--- src/rtl/imi_epoch_gen_if.sv ---
// Bus interface for imi_epoch_gen: run control, chip strobe, epoch/sec2
// configuration, phase load, and the pulse/index/status outputs.
// Optional macro IMI_EPOCH_GEN_EXT_SYNC_EN adds the ext_sync strobe.
interface imi_epoch_gen_if #(
  parameter int CHIP_CNT_W  = 16,
  parameter int EPOCH_CNT_W = 12
) ();

  logic                   enable;
  logic                   chip_pulse;
  logic [CHIP_CNT_W-1:0]  chips_per_epoch;
  logic [EPOCH_CNT_W-1:0] epochs_per_sec2;
  logic                   load;
  logic [CHIP_CNT_W-1:0]  load_chip;
  logic [EPOCH_CNT_W-1:0] load_epoch;
`ifdef IMI_EPOCH_GEN_EXT_SYNC_EN
  logic                   ext_sync;
`endif
  logic                   epoch_pulse;
  logic                   sec2_pulse;
  logic [CHIP_CNT_W-1:0]  chip_idx;
  logic [EPOCH_CNT_W-1:0] epoch_idx;
  logic                   cfg_err;

  // Driver side: the channel control logic / testbench
  modport master (
`ifdef IMI_EPOCH_GEN_EXT_SYNC_EN
    output ext_sync,
`endif
    output enable, chip_pulse, chips_per_epoch, epochs_per_sec2,
    output load, load_chip, load_epoch,
    input  epoch_pulse, sec2_pulse, chip_idx, epoch_idx, cfg_err
  );

  // Epoch generator side
  modport slave (
`ifdef IMI_EPOCH_GEN_EXT_SYNC_EN
    input  ext_sync,
`endif
    input  enable, chip_pulse, chips_per_epoch, epochs_per_sec2,
    input  load, load_chip, load_epoch,
    output epoch_pulse, sec2_pulse, chip_idx, epoch_idx, cfg_err
  );

endinterface

--- src/rtl/imi_epoch_gen.sv ---
// imi_epoch_gen: counts code-chip strobes into code epochs and 2 s intervals,
// producing registered one-cycle epoch_pulse / sec2_pulse strobes for the
// downstream data-symbol wiper, plus chip/epoch indices and a sticky
// configuration error flag.
// Optional macro IMI_EPOCH_GEN_EXT_SYNC_EN: external time-base sync strobe
// that zeroes both counters and fires both pulses on the following cycle.
module imi_epoch_gen #(
  parameter int CHIP_CNT_W  = 16,
  parameter int EPOCH_CNT_W = 12
) (
  input logic            clk,
  input logic            resetn,
  imi_epoch_gen_if.slave bus
);

  localparam logic [CHIP_CNT_W-1:0]  ChipOne  = CHIP_CNT_W'(1);
  localparam logic [EPOCH_CNT_W-1:0] EpochOne = EPOCH_CNT_W'(1);

  logic [CHIP_CNT_W-1:0]  chip_q, chip_d;
  logic [EPOCH_CNT_W-1:0] epoch_q, epoch_d;
  logic                   epoch_pulse_q, epoch_pulse_d;
  logic                   sec2_pulse_q, sec2_pulse_d;
  logic                   cfg_err_q, cfg_err_d;

  logic                   chips_zero, epochs_zero;
  logic [CHIP_CNT_W-1:0]  chip_last;
  logic [EPOCH_CNT_W-1:0] epoch_last;
  logic                   sync_hit;

  // A zero config makes (config-1) wrap to all ones; every use of the
  // *_last values is guarded by the matching *_zero flag.
  assign chips_zero  = (bus.chips_per_epoch == '0);
  assign epochs_zero = (bus.epochs_per_sec2 == '0);
  assign chip_last   = bus.chips_per_epoch - ChipOne;
  assign epoch_last  = bus.epochs_per_sec2 - EpochOne;

`ifdef IMI_EPOCH_GEN_EXT_SYNC_EN
  assign sync_hit = bus.ext_sync;
`else
  assign sync_hit = 1'b0;
`endif

  // Next-state: ext_sync > load > counting step > hold, then zero-config clamps
  always_comb begin
    chip_d        = chip_q;
    epoch_d       = epoch_q;
    epoch_pulse_d = 1'b0;
    sec2_pulse_d  = 1'b0;
    cfg_err_d     = cfg_err_q | chips_zero | epochs_zero;

    if (sync_hit) begin
      chip_d        = '0;
      epoch_d       = '0;
      epoch_pulse_d = 1'b1;
      sec2_pulse_d  = 1'b1;
    end else if (bus.load) begin
      if (bus.load_chip >= bus.chips_per_epoch) begin
        chip_d    = '0;
        cfg_err_d = 1'b1;
      end else begin
        chip_d = bus.load_chip;
      end
      if (bus.load_epoch >= bus.epochs_per_sec2) begin
        epoch_d   = '0;
        cfg_err_d = 1'b1;
      end else begin
        epoch_d = bus.load_epoch;
      end
    end else if (bus.enable && bus.chip_pulse && !chips_zero) begin
      // >= rather than == so a config shrink mid-run wraps on the next chip
      if (chip_q >= chip_last) begin
        chip_d        = '0;
        epoch_pulse_d = 1'b1;
        if (epochs_zero) begin
          epoch_d = '0;
        end else if (epoch_q >= epoch_last) begin
          epoch_d      = '0;
          sec2_pulse_d = 1'b1;
        end else begin
          epoch_d = epoch_q + EpochOne;
        end
      end else begin
        chip_d = chip_q + ChipOne;
      end
    end

    if (chips_zero) begin
      chip_d = '0;
    end
    if (epochs_zero) begin
      epoch_d = '0;
    end
  end

  // State and registered pulse outputs
  always_ff @(posedge clk or negedge resetn) begin
    if (!resetn) begin
      chip_q        <= '0;
      epoch_q       <= '0;
      epoch_pulse_q <= 1'b0;
      sec2_pulse_q  <= 1'b0;
      cfg_err_q     <= 1'b0;
    end else begin
      chip_q        <= chip_d;
      epoch_q       <= epoch_d;
      epoch_pulse_q <= epoch_pulse_d;
      sec2_pulse_q  <= sec2_pulse_d;
      cfg_err_q     <= cfg_err_d;
    end
  end

  assign bus.epoch_pulse = epoch_pulse_q;
  assign bus.sec2_pulse  = sec2_pulse_q;
  assign bus.chip_idx    = chip_q;
  assign bus.epoch_idx   = epoch_q;
  assign bus.cfg_err     = cfg_err_q;

endmodule

--- src/flat_wrapper.sv ---
// flat-port wrapper written by rule: the top's interface ports become plain ports
module imi_epoch_gen_flat 
#(
  parameter int CHIP_CNT_W  = 16,
  parameter int EPOCH_CNT_W = 12
)
  (clk, resetn, bus_enable, bus_chip_pulse, bus_chips_per_epoch, bus_epochs_per_sec2, bus_load, bus_load_chip, bus_load_epoch, bus_epoch_pulse, bus_sec2_pulse, bus_chip_idx, bus_epoch_idx, bus_cfg_err);
  imi_epoch_gen_if #(.CHIP_CNT_W(CHIP_CNT_W), .EPOCH_CNT_W(EPOCH_CNT_W)) bus_i ();
  input logic clk;
  input logic resetn;
  input wire logic [$bits(bus_i.enable)-1:0] bus_enable;
  input wire logic [$bits(bus_i.chip_pulse)-1:0] bus_chip_pulse;
  input wire logic [$bits(bus_i.chips_per_epoch)-1:0] bus_chips_per_epoch;
  input wire logic [$bits(bus_i.epochs_per_sec2)-1:0] bus_epochs_per_sec2;
  input wire logic [$bits(bus_i.load)-1:0] bus_load;
  input wire logic [$bits(bus_i.load_chip)-1:0] bus_load_chip;
  input wire logic [$bits(bus_i.load_epoch)-1:0] bus_load_epoch;
  output wire logic [$bits(bus_i.epoch_pulse)-1:0] bus_epoch_pulse;
  output wire logic [$bits(bus_i.sec2_pulse)-1:0] bus_sec2_pulse;
  output wire logic [$bits(bus_i.chip_idx)-1:0] bus_chip_idx;
  output wire logic [$bits(bus_i.epoch_idx)-1:0] bus_epoch_idx;
  output wire logic [$bits(bus_i.cfg_err)-1:0] bus_cfg_err;
  assign bus_i.enable = bus_enable;
  assign bus_i.chip_pulse = bus_chip_pulse;
  assign bus_i.chips_per_epoch = bus_chips_per_epoch;
  assign bus_i.epochs_per_sec2 = bus_epochs_per_sec2;
  assign bus_i.load = bus_load;
  assign bus_i.load_chip = bus_load_chip;
  assign bus_i.load_epoch = bus_load_epoch;
  assign bus_epoch_pulse = bus_i.epoch_pulse;
  assign bus_sec2_pulse = bus_i.sec2_pulse;
  assign bus_chip_idx = bus_i.chip_idx;
  assign bus_epoch_idx = bus_i.epoch_idx;
  assign bus_cfg_err = bus_i.cfg_err;
  imi_epoch_gen #(.CHIP_CNT_W(CHIP_CNT_W), .EPOCH_CNT_W(EPOCH_CNT_W)) u_core (.clk(clk), .resetn(resetn), .bus(bus_i));
endmodule
--- config.mk ---
export PLATFORM = sky130hd
export DESIGN_NAME = imi_epoch_gen_flat
export DESIGN_NICKNAME = d
export VERILOG_FILES = /design/src/rtl/imi_epoch_gen_if.sv /design/src/rtl/imi_epoch_gen.sv /design/src/flat_wrapper.sv
export SDC_FILE = /design/constraint.sdc
export NUM_CORES = 1
export LEC_CHECK = 0
export ABC_CLOCK_PERIOD_IN_PS = 3050
export BUFFER_PORTS_ARGS = -buffer_cell sky130_fd_sc_hd__buf_2
export CAP_MARGIN = 20
export CORE_ASPECT_RATIO = 0.9
export CORE_UTILIZATION = 55
export DETAILED_ROUTE_END_ITERATION = 6
export GPL_TIMING_DRIVEN = 0
export PLACE_DENSITY = 0.91
export SYNTH_ARGS = -nofsm -noshare
export SYNTH_HDL_FRONTEND = slang
export SYNTH_SLANG_ARGS = --single-unit
--- constraint.sdc ---
create_clock -name clk -period 3.05 [get_ports clk]
set_input_delay 0.4575 -clock clk [delete_from_list [all_inputs] [get_ports clk]]
set_output_delay 0.4575 -clock clk [all_outputs]
set_load 0.1 [all_outputs]
# ---- Yosys cells after proc, flatten, opt, wreduce, memory -nomap -nowiden
# Index checks and enable logic that the tools add are counted.
dict set report classes {
  n_addsub 4
  multipliers 0
  div 0
  order_cmp 4
  eq_ne 0
  n_shift 0
  muxes 22
  n_bitwise 2
  n_reduce_logical 9
}
# operator n
set ops {}
lappend ops {{16-bit 2-to-1 mux} 5}
lappend ops {{12-bit 2-to-1 mux} 6}
lappend ops {{16-bit greater-or-equal comparator} 2}
lappend ops {{12-bit greater-or-equal comparator} 2}
lappend ops {{16-bit by 1-bit adder with 16-bit output (second input constant)} 1}
lappend ops {{16-bit logical NOT} 1}
lappend ops {{16-bit by 1-bit subtractor with 16-bit output (second input constant)} 1}
lappend ops {{12-bit by 1-bit adder with 12-bit output (second input constant)} 1}
lappend ops {{12-bit logical NOT} 1}
lappend ops {{12-bit by 1-bit subtractor with 12-bit output (second input constant)} 1}
lappend ops {{1-bit 2-to-1 mux} 11}
lappend ops {{3-bit nonzero test} 3}
lappend ops {{1-bit logical AND} 2}
lappend ops {{1-bit OR} 2}
lappend ops {{2-bit AND reduction} 1}
lappend ops {{1-bit logical NOT} 1}
dict set report totals {
  regBits 31
  latch_bits 0
  ram_bits 0
  mem_bits_ro 0
  input_bits 61
  output_inout_bits 31
  wordCells 46
  mem_count 0
}

# ---- Longest topological paths before layout
dict set report depth {
  ltp_word 7
  ltp_mapped 16
}

# ---- Least setup slack after synthesis
# OpenSTA, ideal clock, no wires.
dict set report synth_path {
  path_type {input port to flip-flop}
  startpoint {input port bus_chips_per_epoch[0]}
  endpoint {register u_core.epoch_q[7] (netlist: u_core.bus.epoch_idx[7])}
  t_arrival_ns 3.372
  required_ns 2.927
  setup_slack_ns -0.446
  stages 15
  path_buffers 1
  path_cell_list {inv_1 -> ha_1 -> nor4b_4 -> nand3_1 -> nor4_1 -> xnor2_1 -> ha_1 -> nand4_1 -> or3_1 -> o32ai_2 -> o21ai_2 -> and2_4 -> buf_6 -> a31o_1 -> a32o_1}
}
dict set report synth_between {
  elab_chain_len 5
}
# element line
set synth_rtl {}
lappend synth_rtl {{from (decl)} flat_wrapper.sv:13} ;# input wire logic [$bits(bus_i.chips_per_epoch)-1:0] bus_chips_per_epoch;
lappend synth_rtl {{branches (longest 4 deep; another with 16-bit by 1-bit subtractor with 16-bit output)} n/a}
lappend synth_rtl {{2-bit AND reduction (no source line) *} n/a}
lappend synth_rtl {{to (signal assigned)} imi_epoch_gen.sv:105} ;# epoch_q <= epoch_d;
lappend synth_rtl {{to (decl)} imi_epoch_gen.sv:20} ;# logic [EPOCH_CNT_W-1:0] epoch_q, epoch_d;
# Mark *: on every way between the ends.
# A chain may end at the register's enable or synchronous reset.

# ---- Worst setup path after layout
dict set report layout_path {
  startpoint {input port bus_chips_per_epoch[1]}
  endpoint {register u_core.epoch_q[7] (netlist: u_core.bus.epoch_idx[7])}
}
# Same word-level chain as after synthesis.

==> reports/qor.csv <==
stage;metric;value;unit
layout;syn2layout_area_growth;35.33;%
sta;fmax;297.7;MHz
flow_run;cap_violations;0;
cts;insertion_delay;0.29;ns
logic_synthesis;synth_edf_count;0;
sta;slew_headroom;18.25;%
setup_path;crit_start;bus_chips_per_epoch[1];
setup_path;reg2reg_from;u_core.bus.chip_idx[0];
setup_path;crit_path_end_kind;flip-flop;
cts;clk_pin_slew;0.07;ns
detailed_routing;ant_nets;0;
grt;grt_pass1_vias;4073;
grt;antenna_found_initial;0;
logic_synthesis;synth_fp_nets;570;
logic_synthesis;synth_area;3672;sq um
setup_path;cp.required;3.23;ns
setup_path;cpMostUsedCell;nand4_1;
sta;setup_viol;29;
logic_synthesis;ys.flop_type;dfrtp_1;
detailed_routing;firstDrtPassIters;6;
sta;clock_skew;0.007442;ns
floorplanning;initial_core_util;58.44;%
setup_path;critPathSlowestCell;or3_4;
placed_design;place_ws;-0.9859;ns
power;p_seq_share;26.8;%
power;pwr-share-comb;58.5;%
layout;mostFrequentLayoutCells;buf_2, ha_1, inv_1, nand2_1, dfrtp_1;
setup_path;slowest_delay;0.38;ns
layout;drive_above_1_share;34.38;%
floorplanning;die_h;79.52;microns
power;vdd_drop_max;286.8;uV
min_path;worstHoldPathType;in2async;
detailed_routing;vias;4455;
power;p_leak;2.358;nW
detailed_routing;drc;0;
logic_synthesis;synth_cells;448;
setup_path;cp_max_fo;7;
logic_synthesis;ys_types;62;
floorplanning;ios;92;
logic_synthesis;async_flop_share;100.0;%
detailed_routing;drt-total-wl;13630;microns
layout;design_area;4970;sq um
sta;finalCriticalPeriod;3.359;ns
detailed_routing;vias_per_cell;6.750;
placed_design;io_buffers;91;
power;pwr-share-clk;14.7;%
outcome;status;complete, but fails checks;
setup_path;path_class;in2reg;
grt;grt_start_max_net_pins;32;
sta;hold_viol_final;0;
power;sw_frac_of_total;55.63;%
sta;period_share;110.1;%
cts;cts_tree;built;
logic_synthesis;ys_seq_area_share;21.12;%
setup_path;crit_chain;buf_12 > inv_16 > buf_4 > nand4_1 > nor2_2 > and3_4 > nand2_2 > xnor2_1 > ha_1 > nand4_1 > or3_4 > o32ai_4 > o21ai_4 > and2_4 > buf_8 > a31o_1 > a32o_1;
placed_design;gp_congestion;0.9555;
cts;cts_num_sinks;31;
sta;fin_hold_ws;0.2194;ns
power;p_sw;1.269;mW
layout;n_antenna_cell;0;
setup_path;cp.buffers_inverters;4;
setup_path;crit_family;simple AND/OR/NAND/NOR gates;
layout;layout_commonest_cell;buf_2;
floorplanning;die_w;88.13;microns
sta;worstMarginPinSlew;1.224;ns
sta;setup_ws;-0.3092;ns
logic_synthesis;syn_avg_cell_area;8.197;sq um
floorplanning;core_area;6284;sq um
logic_synthesis;ys_ff_latch;31;
cts;cts-root-buf;clkbuf_8;
power;internal_power;1.012;mW
setup_path;worstPathArrival;3.54;ns
placed_design;dpl.hpwl;9043;microns
detailed_routing;first_iter_violations;614;
outcome;violations;negative setup slack;
cts;cts_buffer_depth;2;
floorplanning;num_rows;27;
power;power;2.281;mW
sta;drv_slew;0;
sta;grt_setup_unrepaired;true;
grt;overflow;0;
placed_design;placed_cell_area;4295;sq um
power;powerDensity;458.9;nW/um^2
layout;fin_nets;694;
cts;cts_hold_repair.buffers;0;
detailed_routing;post_drt_wl_per_cell;20.65;microns
logic_synthesis;yosysWarnings;0;
layout;final_util;79.09;%
cts;cts_buffers;5;
floorplanning;die-area;7008;sq um
cts;cts_max_level;2;
grt;grt_usage;36.59;%
setup_path;worstSetupStartpointType;primary input;
grt;grt_pass1_wl;19760;microns
==> sequential cells by signal (all words and copies together) (netlist names) <==
register / count
u_core.bus.chip_idx: 16
u_core.bus.epoch_idx: 12
u_core.bus.epoch_pulse: 1
u_core.bus.sec2_pulse: 1
u_core.bus.cfg_err: 1
==> layout make-up <==
type | count | area (sq um)
inverter | 40 | 173.9
fill | 414 | 1314
timing repair buffer | 118 | 725.7
buffer | 9 | 73.82
clock buffer | 7 | 76.32
clock inverter | 1 | 5.005
sequential | 31 | 775.7
multi-input combinational | 367 | 3030
tap | 87 | 108.9
==> Yosys cell counts (7+ instances only) <==
| master | count | area share, % |
|---|---|---|
| a21oi_1 | 27 | 3.7 |
| nand4_1 | 10 | 1.7 |
| dfrtp_1 | 31 | 21 |
| nand3_1 | 20 | 2.7 |
| ha_1 | 61 | 21 |
| o21ai_0 | 21 | 2.9 |
| inv_1 | 40 | 4.1 |
| nand2_1 | 34 | 3.5 |
| nor4_1 | 7 | 1.2 |
| nor3_1 | 12 | 1.6 |
| nor2_1 | 36 | 3.7 |
| xnor2_1 | 22 | 5.2 |
| nand2b_1 | 8 | 1.4 |
| and3_1 | 9 | 1.5 |
| a21o_1 | 7 | 1.4 |
==> through the flow <==
stage / cells / TNS, ns
floorplan: 448 / -4.552
global placement: 626 / -20.83
detailed placement: 626 / -23.97
CTS: 652 / -9.423
global route: 660 / -10.22
finish: 660 / -6.219
==> timing repair <==
| action | CTS | global route |
|---|---|---|
| gates cloned | 1 | 0 |
| resized for setup | 45 | 39 |
| pin swaps | 23 | 28 |
| buffers inserted | 17 | 10 |
| setup endpoints to repair | 30 | 30 |
==> power by group through the flow <==
stage / clock network (mW) / logic [mW] / registers, mW
2_1_floorplan: 0 / 0.419 / 1.05
3_3_place_gp: 0 / 1.13 / 0.593
3_5_place_dp: 0 / 1.18 / 0.600
4_1_cts: 0.321 / 1.24 / 0.593
5_1_grt: 0.342 / 1.41 / 0.620
6_report: 0.335 / 1.33 / 0.612
==> path summary, 6_finish.rpt <==
check                                           end  slack [ns]  cells after the start
max                         u_core.bus.epoch_idx[7]       -0.31                     17
min                          u_core.bus.chip_idx[9]        0.22                      1
max reg2reg                  u_core.bus.chip_idx[9]       -0.12                      9
min reg2reg                      u_core.bus.cfg_err        0.52                      1
max in group asynchronous  u_core.bus.epoch_idx[10]        2.36                      1
min in group clk            u_core.bus.chip_idx[13]        0.41                      3
==> kinds of logic after synthesis <==
logic type / Yosys count / synth area share, %
AND/OR/NAND/NOR: 166 / 23.75
adder cells (fa/ha/maj): 61 / 20.78
buffers and inverters: 50 / 5.962
AO/OA/AOI/OAI: 118 / 23.14
flip-flops: 31 / 21.12
XOR/XNOR: 22 / 5.247
==> worst register-to-register path, cell delays in order (launching register included) <==
cell and delay (ns):
dfrtp_1 0.47, inv_1 0.07, ha_1 0.28, nand2b_1 0.14, a2111oi_1 0.81, o32ai_4 0.22
or3_4 0.46, buf_12 0.18, or3b_1 0.37, nand3_1 0.10
==> metal layers <==
layer / vias to the layer above / global-route usage [%] / wire length [microns]
li1: 1936 / - / -
met1: 2063 / 47.00 / 5166
met2: 374 / 61.47 / 6446
met3: 82 / 6.722 / 1438
met4: 0 / 12.26 / 577
met5: - / 0 / 0
Note: power is estimated with default switching activity, not from simulation.
